**config.mk**
```make
export PLATFORM = sky130hd
export DESIGN_NAME = arp_rx
export DESIGN_NICKNAME = d
export VERILOG_FILES = /design/src/rtl/arp_rx.sv
export SDC_FILE = /design/constraint.sdc
export NUM_CORES = 1
export LEC_CHECK = 0
export CORE_MARGIN = 2
export CORE_UTILIZATION = 35
export DETAILED_ROUTE_END_ITERATION = 7
export SLEW_MARGIN = 20
export SYNTH_ARGS = -nofsm -noshare
export SYNTH_HDL_FRONTEND = slang
export SYNTH_SLANG_ARGS = --single-unit
```
**constraint.sdc**
```tcl
create_clock -name gmii_rx_clk -period 10.4 [get_ports gmii_rx_clk]
set_input_delay 2.08 -clock gmii_rx_clk [delete_from_list [all_inputs] [get_ports gmii_rx_clk]]
set_output_delay 2.08 -clock gmii_rx_clk [all_outputs]
set_load 0.01 [all_outputs]
```
**src/rtl/arp_rx.sv**
```systemverilog
// Receive-side ARP parser: strips preamble/SFD, filters Ethernet/ARP headers
// against the board address, and latches the sender MAC/IP of accepted frames.
module arp_rx #(
  parameter logic [47:0] BOARD_MAC = 48'h00_11_22_33_44_55,
  parameter logic [31:0] BOARD_IP  = 32'hC0_A8_00_02
) (
  input  logic        gmii_rx_clk,
  input  logic        rst,
  input  logic        gmii_rx_dv,
  input  logic [7:0]  gmii_rxd,
  output logic        arp_rx_done,
  output logic        arp_rx_type,
  output logic [47:0] src_mac,
  output logic [31:0] src_ip
);

  typedef enum logic [2:0] {
    IDLE,
    PREAMBLE,
    ETH_HEAD,
    ARP_DATA,
    RX_END
  } state_t;

  localparam logic [47:0] BCAST_MAC = 48'hff_ff_ff_ff_ff_ff;

  state_t      state;
  logic [4:0]  cnt;
  logic [47:0] dst_mac;
  logic [47:0] sha;
  logic [31:0] spa;
  logic [23:0] tpa;
  logic [7:0]  prev_byte;
  logic        oper_bit;

  logic [15:0] field_now;
  logic [31:0] tpa_now;

  // 16-bit fields and the target IP are judged on their final byte, so
  // combine the registered history with the byte currently on the bus.
  assign field_now = {prev_byte, gmii_rxd};
  assign tpa_now   = {tpa, gmii_rxd};

  always_ff @(posedge gmii_rx_clk or posedge rst) begin
    if (rst) begin
      state       <= IDLE;
      cnt         <= '0;
      dst_mac     <= '0;
      sha         <= '0;
      spa         <= '0;
      tpa         <= '0;
      prev_byte   <= '0;
      oper_bit    <= 1'b0;
      arp_rx_done <= 1'b0;
      arp_rx_type <= 1'b0;
      src_mac     <= '0;
      src_ip      <= '0;
    end else begin
      arp_rx_done <= 1'b0;
      prev_byte   <= gmii_rxd;
      case (state)
        IDLE: begin
          if (gmii_rx_dv && gmii_rxd == 8'h55) begin
            state <= PREAMBLE;
            cnt   <= '0;
          end
        end
        PREAMBLE: begin
          if (!gmii_rx_dv) begin
            state <= IDLE;
            cnt   <= '0;
          end else if (gmii_rxd == 8'h55 && cnt < 5'd6) begin
            cnt <= cnt + 5'd1;
          end else if (gmii_rxd == 8'hD5 && cnt == 5'd6) begin
            state <= ETH_HEAD;
            cnt   <= '0;
          end else begin
            state <= RX_END;
            cnt   <= '0;
          end
        end
        ETH_HEAD: begin
          if (!gmii_rx_dv) begin
            state <= IDLE;
            cnt   <= '0;
          end else begin
            cnt <= cnt + 5'd1;
            if (cnt < 5'd6) dst_mac <= {dst_mac[39:0], gmii_rxd};
            if (cnt == 5'd13) begin
              cnt <= '0;
              if (field_now == 16'h0806 && (dst_mac == BOARD_MAC || dst_mac == BCAST_MAC))
                state <= ARP_DATA;
              else
                state <= RX_END;
            end
          end
        end
        ARP_DATA: begin
          if (!gmii_rx_dv) begin
            state <= IDLE;
            cnt   <= '0;
          end else begin
            cnt <= cnt + 5'd1;
            if ((cnt == 5'd1 && field_now != 16'h0001) ||
                (cnt == 5'd3 && field_now != 16'h0800) ||
                (cnt == 5'd4 && gmii_rxd != 8'h06) ||
                (cnt == 5'd5 && gmii_rxd != 8'h04) ||
                (cnt == 5'd7 && field_now != 16'h0001 && field_now != 16'h0002)) begin
              state <= RX_END;
              cnt   <= '0;
            end
            if (cnt == 5'd7) oper_bit <= gmii_rxd[1];
            if (cnt >= 5'd8 && cnt <= 5'd13) sha <= {sha[39:0], gmii_rxd};
            if (cnt >= 5'd14 && cnt <= 5'd17) spa <= {spa[23:0], gmii_rxd};
            if (cnt >= 5'd24 && cnt <= 5'd27) tpa <= tpa_now[23:0];
            if (cnt == 5'd27) begin
              state <= RX_END;
              cnt   <= '0;
              if (tpa_now == BOARD_IP) begin
                src_mac     <= sha;
                src_ip      <= spa;
                arp_rx_type <= oper_bit;
                arp_rx_done <= 1'b1;
              end
            end
          end
        end
        RX_END: begin
          if (!gmii_rx_dv) begin
            state <= IDLE;
            cnt   <= '0;
          end
        end
        default: begin
          state <= IDLE;
          cnt   <= '0;
        end
      endcase
    end
  end

endmodule

```
* Word-level counts from Yosys, hierarchy flattened *
Index checks and enable logic that the tools add are counted.

storage, ports and cells
  input bits = 11
  output and inout port bits = 82
  logic and storage cells = 101
  register bits after elaboration = 251

operators by class
  muxes and demuxes = 26
  $add $sub $neg = 1
  $lt $le $gt $ge = 7
  reductions and logical operators = 27
  equality and inequality tests = 28

operators with widths
  kind                                                                    number
  48-bit by 37-bit == test with 1-bit output (second input constant)      1
  48-bit == test (second input constant)                                  1
  5-bit 2-to-1 mux                                                        9
  3-bit 2-to-1 mux                                                        11
  32-bit == test (second input constant)                                  1
  5-bit one-hot mux with 5 select lines                                   1
  5-bit by 3-bit == test with 1-bit output (second input constant)        4
  16-bit by 12-bit == test with 1-bit output (second input constant)      1
  16-bit by 1-bit != test with 1-bit output (second input constant)       1
  16-bit by 12-bit != test with 1-bit output (second input constant)      1
  16-bit by 2-bit != test with 1-bit output (second input constant)       1
  8-bit by 3-bit != test with 1-bit output (second input constant)        2
  3-bit one-hot mux with 5 select lines                                   1
  3-bit AND reduction                                                     5
  1-bit logical AND                                                       13
  5-bit by 4-bit >= comparator with 1-bit output (second input constant)  2
  5-bit <= comparator (second input constant)                             2
  8-bit by 7-bit == test with 1-bit output (second input constant)        1
  8-bit == test (second input constant)                                   1
  3-bit by 2-bit == test with 1-bit output (second input constant)        2
  3-bit != test (second input constant)                                   2
  5-bit by 1-bit adder with 5-bit output (second input constant)          1
  5-bit by 1-bit == test with 1-bit output (second input constant)        1
  5-bit by 2-bit == test with 1-bit output (second input constant)        1
  other kinds (15)                                                        23

* Logic depth before layout (Yosys ltp) *
  depth in word-level cells = 10
  mapped depth = 8
  gate-level depth less buffers = 8

* Worst setup path after synthesis *
No wires, ideal clock.

  kind = input to register
  start point = input gmii_rxd[1]
  end point = register src_ip[0]
  buffers on the path = 2
  library setup time = 0.125 ns
  cell stages on the path = 6
  data required time = 10.275 ns
  setup slack = 6.577 ns
  arrival = 3.698 ns
  path through = clkbuf_1 nor3b_1 nand4_1 nor4_4 buf_6 mux2_2

on the way
  cells in the longest elaborated chain, start to end = 2

RTL lines
  element                               line  source
  from (decl)                           10    input logic [7:0] gmii_rxd,
  32-bit == test                        119   if (tpa_now == BOARD_IP) begin
  4-bit AND reduction (no source line)  -
  to (signal assigned)                  121   src_ip <= spa;
  to (decl)                             14    output logic [31:0] src_ip

No other way between the ends.
A chain may end at the register's enable or synchronous reset.

* Worst setup path in the final report *
  start point = input gmii_rxd[4]
  end point = register src_mac[43]

on the way
  cells in the longest elaborated chain, start to end = 2

RTL lines
  element                               line  source
  32-bit == test                        119
  4-bit AND reduction (no source line)  -
  to (signal assigned)                  56    src_mac <= '0;
  to (signal assigned)                  120   src_mac <= sha;
  to (decl)                             13    output logic [47:0] src_mac,

No other way between the ends.

==> qor.txt <==
STATUS
------------------------------------------------------------------------------------------
Outcome                                                                       finished, final reports clean

FINISH
------------------------------------------------------------------------------------------
Fraction of final layout cells with drive strength greater than 1                   28.81%
Total number of nets in the final design                                               772
Antenna diode instance count                                                             0
Number of fill cells                                                                  2566
Number of non-filler instances in the completed layout                                1152
Final design area excluding fillers                                            12130 sq um
Area growth from synthesis to layout                                                21.10%

SETUP PATH
------------------------------------------------------------------------------------------
Highest net fanout along the worst path                                                 45
Worst Path Required                                                               10810 ps
Category of the critical setup timing path                                          in2reg
Length in cells of the worst reg-to-reg path                                             8
Reg2reg setup slack                                                                7220 ps
Worst setup EP type                                                                   flop
Startpoint of the lowest-slack register-to-register path                      cnt[1]$_DFFE_PP0P_
Sort of element at the start of the critical path                               input port
Endpoint of the worst-slack reg-to-reg timing path                            src_mac[43]$_DFFE_PP0P_
Arr. time, crit path                                                               5060 ps

YOSYS
------------------------------------------------------------------------------------------
Area of the mapped netlist                                                     10010 sq um
Synth Net Count                                                                        673
Avg Synthesized Cell Area                                                      15.22 sq um
Leading post-synthesis cells by instance count                                sky130_fd_sc_hd__dfrtp_1 (251), sky130_fd_sc_hd__mux2_2 (170), sky130_fd_sc_hd__mux2_1 (64)
Most instantiated flip-flop cell in the synthesis netlist                     sky130_fd_sc_hd__dfrtp_1
Cell accounting for the most synthesized area                                 sky130_fd_sc_hd__dfrtp_1
Ranking of synthesized cells by area                                          sky130_fd_sc_hd__dfrtp_1 (63%), sky130_fd_sc_hd__mux2_2 (19%), sky130_fd_sc_hd__mux2_1 (7.2%)
Fraction of registers with async set/reset                                          100.0%
Number of instances in the synthesized netlist                                         658
Seq cells post-synth                                                                   251
Number of warnings issued by yosys                                                       0
Count of flip-flops with a built-in enable after synthesis                               0
Distinct cell type count of the synthesized netlist                                     45
Portion of synthesized cell area occupied by the leading cell type                  62.72%
Most frequently used cell type in the post-synthesis netlist                  sky130_fd_sc_hd__dfrtp_1
Sequential element share of the synthesized area                                    62.72%

CLOCK NETWORK
------------------------------------------------------------------------------------------
Setup bufs post-CTS                                                                      0
Maximum level of the CTS H-tree                                                          1
Clock net sink count                                                                   251
CTS root buf                                                                  sky130_fd_sc_hd__clkbuf_16
CTS tree                                                                              done
Post-CTS resize count                                                                    0
Number of buffers added to fix hold violations after cts                                 0
Clock edge transition at the registers on the reported setup and hold paths          60 ps
Number of buffers on the longest clock path                                              3
Clock latency reported for the late side of the worst-skew pair                     520 ps
Number of clock buffers inserted by TritonCTS                                           27

TIMING
------------------------------------------------------------------------------------------
Remaining max-slew budget at the tightest pin                                       33.27%
Actual transition at the worst max-transition pin                                  1001 ps
Setup TNS after final layout                                                          0 ps
Final slew viol count                                                                    0
Final Hold Fails                                                                         0
RSZ-0062 raised after global routing                                                 false
Final count of negative-setup-slack endpoints                                            0
Smallest setup slack after layout                                                  5742 ps
Ratio of final minimum period to clock period                                       44.79%
Final setup skew                                                                  9.361 ps
Maximum operating frequency                                                      214.7 MHz
Tmin final                                                                         4658 ps

MIN PATH
------------------------------------------------------------------------------------------
Hold Startpoint                                                               src_mac[35]$_DFFE_PP0P_
Worst min-delay path endpoint                                                 src_mac[35]$_DFFE_PP0P_
Worst min path class                                                               reg2reg
Worst hold path depth                                                                    1

PLACE
------------------------------------------------------------------------------------------
HPWL Detailed                                                                     12.83 mm
Total placed cells including tap cells                                                1106
Worst setup slack after placement                                                  5146 ps
Final Wtd Congestion                                                                0.7548
Area after detailed placement                                                  11300 sq um
IO Port Bufs                                                                            92

GLOBAL ROUTE
------------------------------------------------------------------------------------------
Largest net degree at the start of global routing                                      116
Grt ovf                                                                                  0
Wire length of the first global-routing pass                                      32.73 mm
Initial antenna violation count                                                          0
Via count of the first global-routing pass                                            5926
Overall routing resource usage                                                      13.33%

DETAILED ROUTING
------------------------------------------------------------------------------------------
DRC violation count after routing                                                        0
Routed wire length per instance                                               17.02 microns
Vias per cell                                                                        4.946
Via count                                                                             5698
Remaining antenna violation count after routing                                          0
Number of violations reported at the end of detailed-routing iteration 0               245
Drt first pass iters                                                                     6
Total Routed Length                                                               19.60 mm

FLOORPLANNING
------------------------------------------------------------------------------------------
Area of the die                                                                29980 sq um
Horizontal extent of the die                                                  173.2 microns
Standard cell core area                                                        28010 sq um
Floorplan die height                                                          173.2 microns
Total number of placement rows                                                          61
Initial cell density of the core                                                    35.75%
Ports                                                                                   93

POWER
------------------------------------------------------------------------------------------
Final total power                                                                 1.944 mW
Power density over cell area                                                  160.3 nW/um^2
Leakage power                                                                     5.839 nW
Largest vdd supply drop                                                       0.00009900 V

FLOW RUN
------------------------------------------------------------------------------------------
# Max-Cap Violations                                                                     0

[kinds of logic after synthesis]
kind of cell / share of synthesized area (%)
flops: 62.72
buf+inv: 2.136
fa+ha+maj: 0.4998
compound gates: 2.162
simple gates: 6.172
mux: 26.31
[layer usage]
layer	global-route usage (%)	part of all wire, %	up-vias
met2	21.08	46	117
met4	3.672	2.1	0
li1	-	-	2603
met5	0	0	-
met3	3.100	5.3	30
met1	18.43	47	2948
[report_power, final]
| part | internal [mW] | total (mW) | switching, mW |
|---|---|---|---|
| Combinational | 0.0130 | 0.0514 | 0.0384 |
| Sequential | 0.981 | 0.986 | 0.00512 |
| Clock | 0.539 | 0.907 | 0.367 |
[registers in the layout, summed over array words and instances, names as in the netlist, 3 cells and up]
signal / count
tpa: 24
spa: 32
dst_mac: 48
sha: 48
src_mac: 48
prev_byte: 8
src_ip: 32
cnt: 5
state: 3
[worst max path at each step]
stage                               to        start  cells past startpoint
6_report       src_mac[43]$_DFFE_PP0P_  gmii_rxd[4]                      7
5_1_grt        src_mac[19]$_DFFE_PP0P_  gmii_rxd[1]                      7
4_1_cts        src_mac[38]$_DFFE_PP0P_  gmii_rxd[4]                      7
3_5_place_dp   src_mac[38]$_DFFE_PP0P_  gmii_rxd[5]                      7
3_3_place_gp   src_mac[27]$_DFFE_PP0P_  gmii_rxd[6]                      7
2_1_floorplan    arp_rx_done$_DFF_PP0_          rst                      1
[worst max-delay path, stage by stage]
cell                              delay, ps
sky130_fd_sc_hd__clkdlybuf4s50_1        620
sky130_fd_sc_hd__nor4_4                 420
sky130_fd_sc_hd__nand2_2                140
sky130_fd_sc_hd__nor4_4                 280
sky130_fd_sc_hd__buf_4                  470
sky130_fd_sc_hd__buf_4                  600
sky130_fd_sc_hd__mux2_2                 400
[cells in the final DEF, fill, tap and decap left out, types with 3 or more instances in the layout]
cell type,Yosys,final
sky130_fd_sc_hd__clkbuf_16,0,27
sky130_fd_sc_hd__a21oi_1,5,5
sky130_fd_sc_hd__nor3_1,8,7
sky130_fd_sc_hd__inv_1,8,7
sky130_fd_sc_hd__clkbuf_1,9,10
sky130_fd_sc_hd__nor2_1,6,6
sky130_fd_sc_hd__ha_1,4,4
sky130_fd_sc_hd__nand4_1,14,14
sky130_fd_sc_hd__nor3b_1,3,3
sky130_fd_sc_hd__nor4_1,15,15
sky130_fd_sc_hd__buf_4,0,7
sky130_fd_sc_hd__nand2_1,19,19
sky130_fd_sc_hd__dfrtp_1,251,251
sky130_fd_sc_hd__mux2_2,170,170
sky130_fd_sc_hd__clkinv_2,0,5
sky130_fd_sc_hd__o21ai_0,6,6
sky130_fd_sc_hd__nand3_1,11,11
sky130_fd_sc_hd__nor4b_1,5,5
sky130_fd_sc_hd__mux2_1,64,64
sky130_fd_sc_hd__clkdlybuf4s50_1,0,92
sky130_fd_sc_hd__nor2b_1,6,6
[cell type report]
class / instances / area, sq um / share of cell area (%)
Clock buffer: 39 / 740.7 / 6.107
Clock inverter: 7 / 85.08 / 0.7015
Inverter: 8 / 37.54 / 0.3095
Multi-Input combinational cell: 370 / 3537 / 29.17
Sequential cell: 251 / 6281 / 51.79
Tap cell: 378 / 473.0 / 3.900
Timing Repair Buffer: 99 / 973.4 / 8.026
[stage by stage]
stage | hold WS, ps | utilization [%]
after floorplan | 458.5 | -
after global routing | 509.1 | 43.30
after detailed placement | 474.5 | 40.35
final | 484.1 | 43.30
after global placement | 468.7 | 40.35
after CTS | 490.3 | 43.30
(Power assumes the default switching activity.)
